File: src/rtl/rx_packet_deframer_if.sv
// Byte-in / sample-out bundle for the receive packet deframer.
// Latency: none (signal bundle only); PKT_STATS_EN adds the packet counters.
// Backpressure: sample_ready throttles the sample side; the byte side has none.
interface rx_packet_deframer_if;
    logic [7:0]  rx_byte;
    logic        rx_byte_valid;
    logic [15:0] sample_out;
    logic        sample_valid;
    logic        sample_ready;
    logic        next_key_en;
    logic        sync_en;
    logic [31:0] sync_state_out;
    logic        pkt_error;
    logic        rx_overrun;
    logic        busy;
`ifdef PKT_STATS_EN
    logic [15:0] good_pkt_count;
    logic [15:0] bad_pkt_count;

    modport slave (
        input  rx_byte, rx_byte_valid, sample_ready,
        output sample_out, sample_valid, next_key_en, sync_en, sync_state_out,
        output pkt_error, rx_overrun, busy, good_pkt_count, bad_pkt_count
    );
    modport master (
        output rx_byte, rx_byte_valid, sample_ready,
        input  sample_out, sample_valid, next_key_en, sync_en, sync_state_out,
        input  pkt_error, rx_overrun, busy, good_pkt_count, bad_pkt_count
    );
`else
    modport slave (
        input  rx_byte, rx_byte_valid, sample_ready,
        output sample_out, sample_valid, next_key_en, sync_en, sync_state_out,
        output pkt_error, rx_overrun, busy
    );
    modport master (
        output rx_byte, rx_byte_valid, sample_ready,
        input  sample_out, sample_valid, next_key_en, sync_en, sync_state_out,
        input  pkt_error, rx_overrun, busy
    );
`endif
endinterface

File: src/rtl/rx_packet_deframer.sv
// Parses SYNC/AUDIO packets from the radio byte stream, buffers audio until the checksum verifies. Optional PKT_STATS_EN adds good/bad packet counters.
// Latency: first sample_valid / sync_en the cycle after the CHK byte is accepted.
// Backpressure: samples wait on sample_ready; bytes arriving while draining are dropped and flagged by rx_overrun.
module rx_packet_deframer #(
    parameter logic [7:0] SYNC_BYTE      = 8'hA5,
    parameter int         MAX_SAMPLES    = 8,
    parameter int         TIMEOUT_CYCLES = 1024
) (
    input  logic                 clk,
    input  logic                 rst_n,
    rx_packet_deframer_if.slave  bus
);
    localparam logic [7:0] TYPE_SYNC  = 8'h01;
    localparam logic [7:0] TYPE_AUDIO = 8'h02;
    localparam int IDX_W = (MAX_SAMPLES > 1) ? $clog2(MAX_SAMPLES) : 1;
    localparam int LEN_W = $clog2(MAX_SAMPLES + 1);
    localparam int CNT_W = $clog2(2 * MAX_SAMPLES + 1);
    localparam int TMO_W = $clog2(TIMEOUT_CYCLES + 1);

    typedef enum logic [2:0] {
        S_HUNT, S_TYPE, S_LEN, S_SYNC_PL, S_AUDIO_PL, S_CHK, S_DRAIN
    } state_t;

    state_t             r_state;
    state_t             w_state_nxt;
    logic [7:0]         r_xor;
    logic [CNT_W-1:0]   r_byte_cnt;
    logic [LEN_W-1:0]   r_len;
    logic [LEN_W-1:0]   r_wr_idx;
    logic [LEN_W-1:0]   r_rd_idx;
    logic [7:0]         r_hi_byte;
    logic [31:0]        r_shadow;
    logic               r_is_audio;
    logic [TMO_W-1:0]   r_tmo_cnt;
    logic [15:0]        r_buf [MAX_SAMPLES];
    logic [15:0]        r_sample_out;
    logic               r_sample_valid;
    logic               r_sync_en;
    logic [31:0]        r_sync_state;
    logic               r_pkt_error;
    logic               r_rx_overrun;
    logic               r_busy;

    logic               w_err_nxt;
    logic               w_sync_nxt;
    logic               w_ovr_nxt;
    logic               w_active;
    logic               w_timeout;
    logic               w_len_ok;
    logic [CNT_W-1:0]   w_pl_end;
    logic [LEN_W-1:0]   w_rd_nxt;
    logic               w_rd_last;
    logic               w_accept;

    // Timeout only applies while a packet is partially received.
    assign w_active  = (r_state == S_TYPE) || (r_state == S_LEN) || (r_state == S_SYNC_PL) ||
                       (r_state == S_AUDIO_PL) || (r_state == S_CHK);
    assign w_timeout = w_active && !bus.rx_byte_valid &&
                       (r_tmo_cnt == TMO_W'(TIMEOUT_CYCLES - 1));
    assign w_len_ok  = (bus.rx_byte != 8'd0) && (bus.rx_byte <= 8'(MAX_SAMPLES));
    assign w_pl_end  = (CNT_W'(r_len) << 1) - CNT_W'(1);
    assign w_rd_nxt  = r_rd_idx + LEN_W'(1);
    assign w_rd_last = (w_rd_nxt == r_len);
    assign w_accept  = r_sample_valid && bus.sample_ready;

    // State register.
    always_ff @(posedge clk) begin
        if (!rst_n) r_state <= S_HUNT;
        else        r_state <= w_state_nxt;
    end

    // Next-state decode and one-cycle event requests.
    always_comb begin
        w_state_nxt = r_state;
        w_err_nxt   = 1'b0;
        w_sync_nxt  = 1'b0;
        w_ovr_nxt   = 1'b0;
        case (r_state)
            S_HUNT: begin
                if (bus.rx_byte_valid && (bus.rx_byte == SYNC_BYTE)) w_state_nxt = S_TYPE;
            end
            S_TYPE: begin
                if (bus.rx_byte_valid) begin
                    if (bus.rx_byte == TYPE_SYNC)       w_state_nxt = S_SYNC_PL;
                    else if (bus.rx_byte == TYPE_AUDIO) w_state_nxt = S_LEN;
                    else begin
                        w_err_nxt   = 1'b1;
                        w_state_nxt = S_HUNT;
                    end
                end
            end
            S_LEN: begin
                if (bus.rx_byte_valid) begin
                    if (w_len_ok) w_state_nxt = S_AUDIO_PL;
                    else begin
                        w_err_nxt   = 1'b1;
                        w_state_nxt = S_HUNT;
                    end
                end
            end
            S_SYNC_PL: begin
                if (bus.rx_byte_valid && (r_byte_cnt == CNT_W'(3))) w_state_nxt = S_CHK;
            end
            S_AUDIO_PL: begin
                if (bus.rx_byte_valid && (r_byte_cnt == w_pl_end)) w_state_nxt = S_CHK;
            end
            S_CHK: begin
                if (bus.rx_byte_valid) begin
                    if (bus.rx_byte == r_xor) begin
                        if (r_is_audio) w_state_nxt = S_DRAIN;
                        else begin
                            w_sync_nxt  = 1'b1;
                            w_state_nxt = S_HUNT;
                        end
                    end else begin
                        w_err_nxt   = 1'b1;
                        w_state_nxt = S_HUNT;
                    end
                end
            end
            S_DRAIN: begin
                if (bus.rx_byte_valid) w_ovr_nxt = 1'b1;
                if (w_accept && w_rd_last) w_state_nxt = S_HUNT;
            end
            default: w_state_nxt = S_HUNT;
        endcase
        if (w_timeout) begin
            w_err_nxt   = 1'b1;
            w_state_nxt = S_HUNT;
        end
    end

    // Sample storage; written on the low byte of each sample pair.
    always_ff @(posedge clk) begin
        if ((r_state == S_AUDIO_PL) && bus.rx_byte_valid && r_byte_cnt[0])
            r_buf[r_wr_idx[IDX_W-1:0]] <= {r_hi_byte, bus.rx_byte};
    end

    // Parser datapath, drain pointer and registered outputs.
    always_ff @(posedge clk) begin
        if (!rst_n) begin
            r_xor          <= '0;
            r_byte_cnt     <= '0;
            r_len          <= '0;
            r_wr_idx       <= '0;
            r_rd_idx       <= '0;
            r_hi_byte      <= '0;
            r_shadow       <= '0;
            r_is_audio     <= 1'b0;
            r_tmo_cnt      <= '0;
            r_sample_out   <= '0;
            r_sample_valid <= 1'b0;
            r_sync_en      <= 1'b0;
            r_sync_state   <= '0;
            r_pkt_error    <= 1'b0;
            r_rx_overrun   <= 1'b0;
            r_busy         <= 1'b0;
        end else begin
            r_pkt_error  <= w_err_nxt;
            r_sync_en    <= w_sync_nxt;
            r_rx_overrun <= w_ovr_nxt;
            r_busy       <= (w_state_nxt != S_HUNT);
            if (bus.rx_byte_valid || !w_active) r_tmo_cnt <= '0;
            else                                r_tmo_cnt <= r_tmo_cnt + TMO_W'(1);
            case (r_state)
                S_HUNT: begin
                    if (bus.rx_byte_valid && (bus.rx_byte == SYNC_BYTE)) begin
                        r_xor      <= '0;
                        r_byte_cnt <= '0;
                        r_wr_idx   <= '0;
                        r_shadow   <= '0;
                    end
                end
                S_TYPE: begin
                    if (bus.rx_byte_valid) begin
                        r_xor      <= r_xor ^ bus.rx_byte;
                        r_is_audio <= (bus.rx_byte == TYPE_AUDIO);
                    end
                end
                S_LEN: begin
                    if (bus.rx_byte_valid) begin
                        r_xor <= r_xor ^ bus.rx_byte;
                        r_len <= bus.rx_byte[LEN_W-1:0];
                    end
                end
                S_SYNC_PL: begin
                    if (bus.rx_byte_valid) begin
                        r_xor      <= r_xor ^ bus.rx_byte;
                        r_shadow   <= {r_shadow[23:0], bus.rx_byte};
                        r_byte_cnt <= r_byte_cnt + CNT_W'(1);
                    end
                end
                S_AUDIO_PL: begin
                    if (bus.rx_byte_valid) begin
                        r_xor      <= r_xor ^ bus.rx_byte;
                        r_byte_cnt <= r_byte_cnt + CNT_W'(1);
                        if (!r_byte_cnt[0]) r_hi_byte <= bus.rx_byte;
                        else                r_wr_idx  <= r_wr_idx + LEN_W'(1);
                    end
                end
                S_CHK: begin
                    if (bus.rx_byte_valid) begin
                        if (bus.rx_byte == r_xor) begin
                            if (r_is_audio) begin
                                r_rd_idx       <= '0;
                                r_sample_out   <= r_buf[0];
                                r_sample_valid <= 1'b1;
                            end else begin
                                r_sync_state <= r_shadow;
                            end
                        end else begin
                            // Bad packet: throw away anything partially assembled.
                            r_shadow <= '0;
                            r_wr_idx <= '0;
                        end
                    end
                end
                S_DRAIN: begin
                    if (w_accept) begin
                        if (w_rd_last) begin
                            r_sample_valid <= 1'b0;
                            r_rd_idx       <= '0;
                        end else begin
                            r_rd_idx     <= w_rd_nxt;
                            r_sample_out <= r_buf[w_rd_nxt[IDX_W-1:0]];
                        end
                    end
                end
                default: ;
            endcase
        end
    end

    assign bus.sample_out     = r_sample_out;
    assign bus.sample_valid   = r_sample_valid;
    assign bus.next_key_en    = w_accept;
    assign bus.sync_en        = r_sync_en;
    assign bus.sync_state_out = r_sync_state;
    assign bus.pkt_error      = r_pkt_error;
    assign bus.rx_overrun     = r_rx_overrun;
    assign bus.busy           = r_busy;

`ifdef PKT_STATS_EN
    logic        w_pkt_good;
    logic [15:0] r_good_cnt;
    logic [15:0] r_bad_cnt;

    assign w_pkt_good = (r_state == S_CHK) && bus.rx_byte_valid && (bus.rx_byte == r_xor);

    // Saturating good/bad packet counters.
    always_ff @(posedge clk) begin
        if (!rst_n) begin
            r_good_cnt <= '0;
            r_bad_cnt  <= '0;
        end else begin
            if (w_pkt_good && (r_good_cnt != 16'hFFFF)) r_good_cnt <= r_good_cnt + 16'd1;
            if (w_err_nxt && (r_bad_cnt != 16'hFFFF))   r_bad_cnt  <= r_bad_cnt + 16'd1;
        end
    end

    assign bus.good_pkt_count = r_good_cnt;
    assign bus.bad_pkt_count  = r_bad_cnt;
`endif
endmodule

File: src/flat_wrapper.sv
// flat-port wrapper written by rule: the top's interface ports become plain ports
module rx_packet_deframer_flat 
#(
    parameter logic [7:0] SYNC_BYTE      = 8'hA5,
    parameter int         MAX_SAMPLES    = 8,
    parameter int         TIMEOUT_CYCLES = 1024
)
  (clk, rst_n, bus_rx_byte, bus_rx_byte_valid, bus_sample_ready, bus_sample_out, bus_sample_valid, bus_next_key_en, bus_sync_en, bus_sync_state_out, bus_pkt_error, bus_rx_overrun, bus_busy);
  rx_packet_deframer_if bus_i ();
  input  logic clk;
  input  logic rst_n;
  input wire logic [$bits(bus_i.rx_byte)-1:0] bus_rx_byte;
  input wire logic [$bits(bus_i.rx_byte_valid)-1:0] bus_rx_byte_valid;
  input wire logic [$bits(bus_i.sample_ready)-1:0] bus_sample_ready;
  output wire logic [$bits(bus_i.sample_out)-1:0] bus_sample_out;
  output wire logic [$bits(bus_i.sample_valid)-1:0] bus_sample_valid;
  output wire logic [$bits(bus_i.next_key_en)-1:0] bus_next_key_en;
  output wire logic [$bits(bus_i.sync_en)-1:0] bus_sync_en;
  output wire logic [$bits(bus_i.sync_state_out)-1:0] bus_sync_state_out;
  output wire logic [$bits(bus_i.pkt_error)-1:0] bus_pkt_error;
  output wire logic [$bits(bus_i.rx_overrun)-1:0] bus_rx_overrun;
  output wire logic [$bits(bus_i.busy)-1:0] bus_busy;
  assign bus_i.rx_byte = bus_rx_byte;
  assign bus_i.rx_byte_valid = bus_rx_byte_valid;
  assign bus_i.sample_ready = bus_sample_ready;
  assign bus_sample_out = bus_i.sample_out;
  assign bus_sample_valid = bus_i.sample_valid;
  assign bus_next_key_en = bus_i.next_key_en;
  assign bus_sync_en = bus_i.sync_en;
  assign bus_sync_state_out = bus_i.sync_state_out;
  assign bus_pkt_error = bus_i.pkt_error;
  assign bus_rx_overrun = bus_i.rx_overrun;
  assign bus_busy = bus_i.busy;
  rx_packet_deframer #(.SYNC_BYTE(SYNC_BYTE), .MAX_SAMPLES(MAX_SAMPLES), .TIMEOUT_CYCLES(TIMEOUT_CYCLES)) u_core (.clk(clk), .rst_n(rst_n), .bus(bus_i));
endmodule
File: config.mk
export PLATFORM = sky130hd
export DESIGN_NAME = rx_packet_deframer_flat
export DESIGN_NICKNAME = d
export VERILOG_FILES = /design/src/rtl/rx_packet_deframer_if.sv /design/src/rtl/rx_packet_deframer.sv /design/src/flat_wrapper.sv
export SDC_FILE = /design/constraint.sdc
export NUM_CORES = 1
export LEC_CHECK = 0
export ABC_AREA = 1
export CAP_MARGIN = 20
export CORE_MARGIN = 1.5
export CORE_UTILIZATION = 32
export CTS_CLUSTER_DIAMETER = 200
export DETAILED_ROUTE_END_ITERATION = 6
export PLACE_DENSITY = 0.5
export SYNTH_ARGS = -nofsm -noshare
export SYNTH_HDL_FRONTEND = slang
export SYNTH_SLANG_ARGS = --single-unit
File: constraint.sdc
create_clock -name clk -period 2.9 [get_ports clk]
set_input_delay 0.29 -clock clk [delete_from_list [all_inputs] [get_ports clk]]
set_output_delay 0.29 -clock clk [all_outputs]
set_load 0.1 [all_outputs]
==> metrics.yaml <==
status:
  status: "complete, no violations"
timing:
  fin_crit_sh: 0.799
  skew_ps: 9.61
  worst_pin_slew_ps: 648
  setup-violations-final: 0
  slew_headroom: 0.563
  whs_ps: 205
  finalHoldViolCount: 0
  rsz0062_at_grt: "false"
  fmax_ghz: 0.432
  fin_crit_ps: 2320
  slew_violations: 0
  setup_tns_ps: 0
logic_synthesis:
  synth_area_leader_cell: "edfxtp_1"
  ys_top_cells_by_area: "edfxtp_1, dfxtp_1, nand2_1"
  synthDistinctLibCells: 37
  yosys_register_bits: 260
  syn_inst: 1285
  synth_top_area_share: 0.347
  synth_warnings: 0
  synthAdderAreaFrac: 0.00564
  synthFlopType: "dfxtp_1"
  async_flop_share: 0
  syn-num-nets: 1302
  avgSynthCellArea_um2: 8.63
  synthMuxAreaShare: 0
  yosysSeqAreaShare: 0.585
  synthXorXnorAreaFrac: 0.0118
  syn_area_um2: 11100
  synthSimpleGateAreaFrac: 0.191
  synth-edff-count: 128
  synth-compound-area-share: 0.130
  synth_top_family_by_area: "simple AND/OR/NAND/NOR gates"
finish:
  fin_nets: 1372
  multiInputGateArea_um2: 3780
  layout-drive-gt1-share: 0.114
  n_fill_cell: 3392
  seqCellArea_um2: 6490
  final_common_cell: "nand2_1"
  fin_area_um2: 13300
  area_delta_synth_final_pct: 19.6
  final_cell_mix: "nand2_1, inv_1, a21oi_1"
  n_antenna_cell: 0
clocking:
  clk_latency_ps: 540
  cts_resized: 0
  tritoncts: "built"
  cts_setup_buffers: 0
  root_buffer: "clkbuf_16"
  cts_max_level: 1
  holdBufCountCts: 0
  clk_path_buf_depth: 3
  cts_made_buffers: 30
  cts_sinks: 260
  clk_pin_slew_ps: 60
placement:
  port_buffers: 65
  placed_cell_area_um2: 12300
  dp_hpwl_um: 17900
  place.gp.congestion: 0.812
grt:
  grt_max_degree: 102
  grt_overflow: 0
  grt.total_usage: 0.161
  grt_pass1_wl_um: 45700
  antenna_found_initial: 0
  first_global_vias: 8324
floorplan:
  dieArea_um2: 35800
  ios: 66
  core_um2: 33800
  initial_core_util: 0.328
  row_count: 67
  die_height_um: 189
  die_w_um: 189
critical_path:
  cp_data_required_time_ps: 3330
  start_kind: "flop"
  worstReg2RegEnd: "u_core.bus.sample_out[15]"
  critical_path_class: "reg -> reg"
  startpoint: "u_core.r_rd_idx[1]"
  r2r-start: "u_core.r_rd_idx[1]"
  cp_max_fo: 11
  cp.arrival_ps: 2750
  crit_path_end_kind: "flop"
  endpoint: "u_core.bus.sample_out[15]"
  r2r_cells: 10
  r2r_setup_slack_ps: 580
detailed_routing:
  totalWireLength_um: 29000
  wire_per_inst_um: 15.9
  vias: 8643
  drt_iter0_drc: 519
  antenna_left: 0
  drt_pass1_iterations: 5
  drc: 0
  via_per_inst: 4.74
hold_path:
  hold_path_class: "in -> reg"
job:
  drv_cap: 0
power_and_ir_drop:
  power.total_w: 0.00773
  powerDensity_nw_per_um2: 582
  ir_worst_vdd_v: 0.000481
  power_leakage_nw: 4.95
==> sequential cells by signal (all words and copies together) (netlist names) <==
register and flops:
u_core.r_tmo_cnt 11, u_core.bus.sample_valid 1, u_core.r_byte_cnt 5, u_core.r_hi_byte 8
u_core.r_rd_idx 4, u_core.bus.sync_en 1, u_core.bus.sync_state_out 32, u_core.r_len 4
u_core.r_wr_idx 3, u_core.r_xor 8, u_core.r_state 3, u_core.r_buf 128
u_core.bus.busy 1, u_core.bus.pkt_error 1, u_core.bus.rx_overrun 1, u_core.bus.sample_out 16
u_core.r_shadow 32, u_core.r_is_audio 1
==> routing by layer <==
| layer | up-vias | wire [um] | track usage |
|---|---|---|---|
| li1 | 4394 | - | - |
| met4 | 0 | 423 | 0.0366 |
| met3 | 38 | 1430 | 0.0248 |
| met5 | - | 0 | 0 |
| met2 | 181 | 13200 | 0.267 |
| met1 | 4030 | 14000 | 0.222 |
==> worst min-delay path by stage <==
stage,startpoint,end,slack (ps),cells after the start
6_report,rst_n,u_core.r_hi_byte[2],210,3
5_1_grt,rst_n,u_core.r_hi_byte[0],190,3
4_1_cts,rst_n,u_core.r_byte_cnt[2],180,3
3_5_place_dp,u_core.bus.sync_state_out[9],u_core.bus.sync_state_out[9],440,2
3_3_place_gp,u_core.r_tmo_cnt[0],u_core.r_tmo_cnt[0],430,1
2_1_floorplan,bus_rx_byte[0],u_core.r_buf[0][0],390,0
==> synth_stat cells, types with 4 or more instances <==
library cell  number
a21oi_1          141
buf_2             17
clkbuf_1          39
dfxtp_1          132
edfxtp_1         128
ha_1               5
inv_1            148
inv_2              5
nand2_1          274
nand3_1           80
nand3b_1           4
nand4_1           18
nor2_1           103
nor3_1            12
o21ai_0          130
o21ai_1            5
xnor2_1           11
xor2_1             4
==> stage by stage <==
stage                     setup WS (ps)  cells  utilization
final                               583   1825        0.393
after floorplan                     187   1285            -
after global placement              179   1771        0.364
after global routing                434   1825        0.393
after detailed placement            169   1771        0.364
after CTS                           577   1825        0.393
==> critical path: stages (launching register included) <==
cell and delay [ps]:
dfxtp_1 400, ha_2 230, nand2_1 70, nand2_1 140, clkinv_1 440, nand3_1 260, nand2_1 70, nand2_1 50
o21ai_0 260, a21oi_1 230, nor2_1 60
==> logic make-up (layout without fill, tap and decap cells) <==
kind of cell               Yosys count  in the layout
DFF                                260            260
and+or+nand+nor                    503            503
buffers and inverters              218            310
adders and majority gates            5              5
AOI/OAI and AO/OA                  284            284
xor gates and xnor gates            15             15
==> final cells by class <==
type                    count  share of cell area
clock buffers              39              0.0622
clock inverters            15              0.0120
inverters                 156              0.0441
multi-input cells         807               0.285
flip-flops and latches    260               0.489
well taps                 448              0.0422
repair buffers            100              0.0658
==> where the power goes <==
group	total [W]	switching (W)	leakage, nW	internal [W]
sequential	0.00383	0.000000509	2.17	0.00383
clock	0.00376	0.00149	0.488	0.00226
combinational	0.000135	0.0000948	2.30	0.0000403
total	0.00773	0.00159	4.95	0.00614
(Power assumes the default switching activity.)
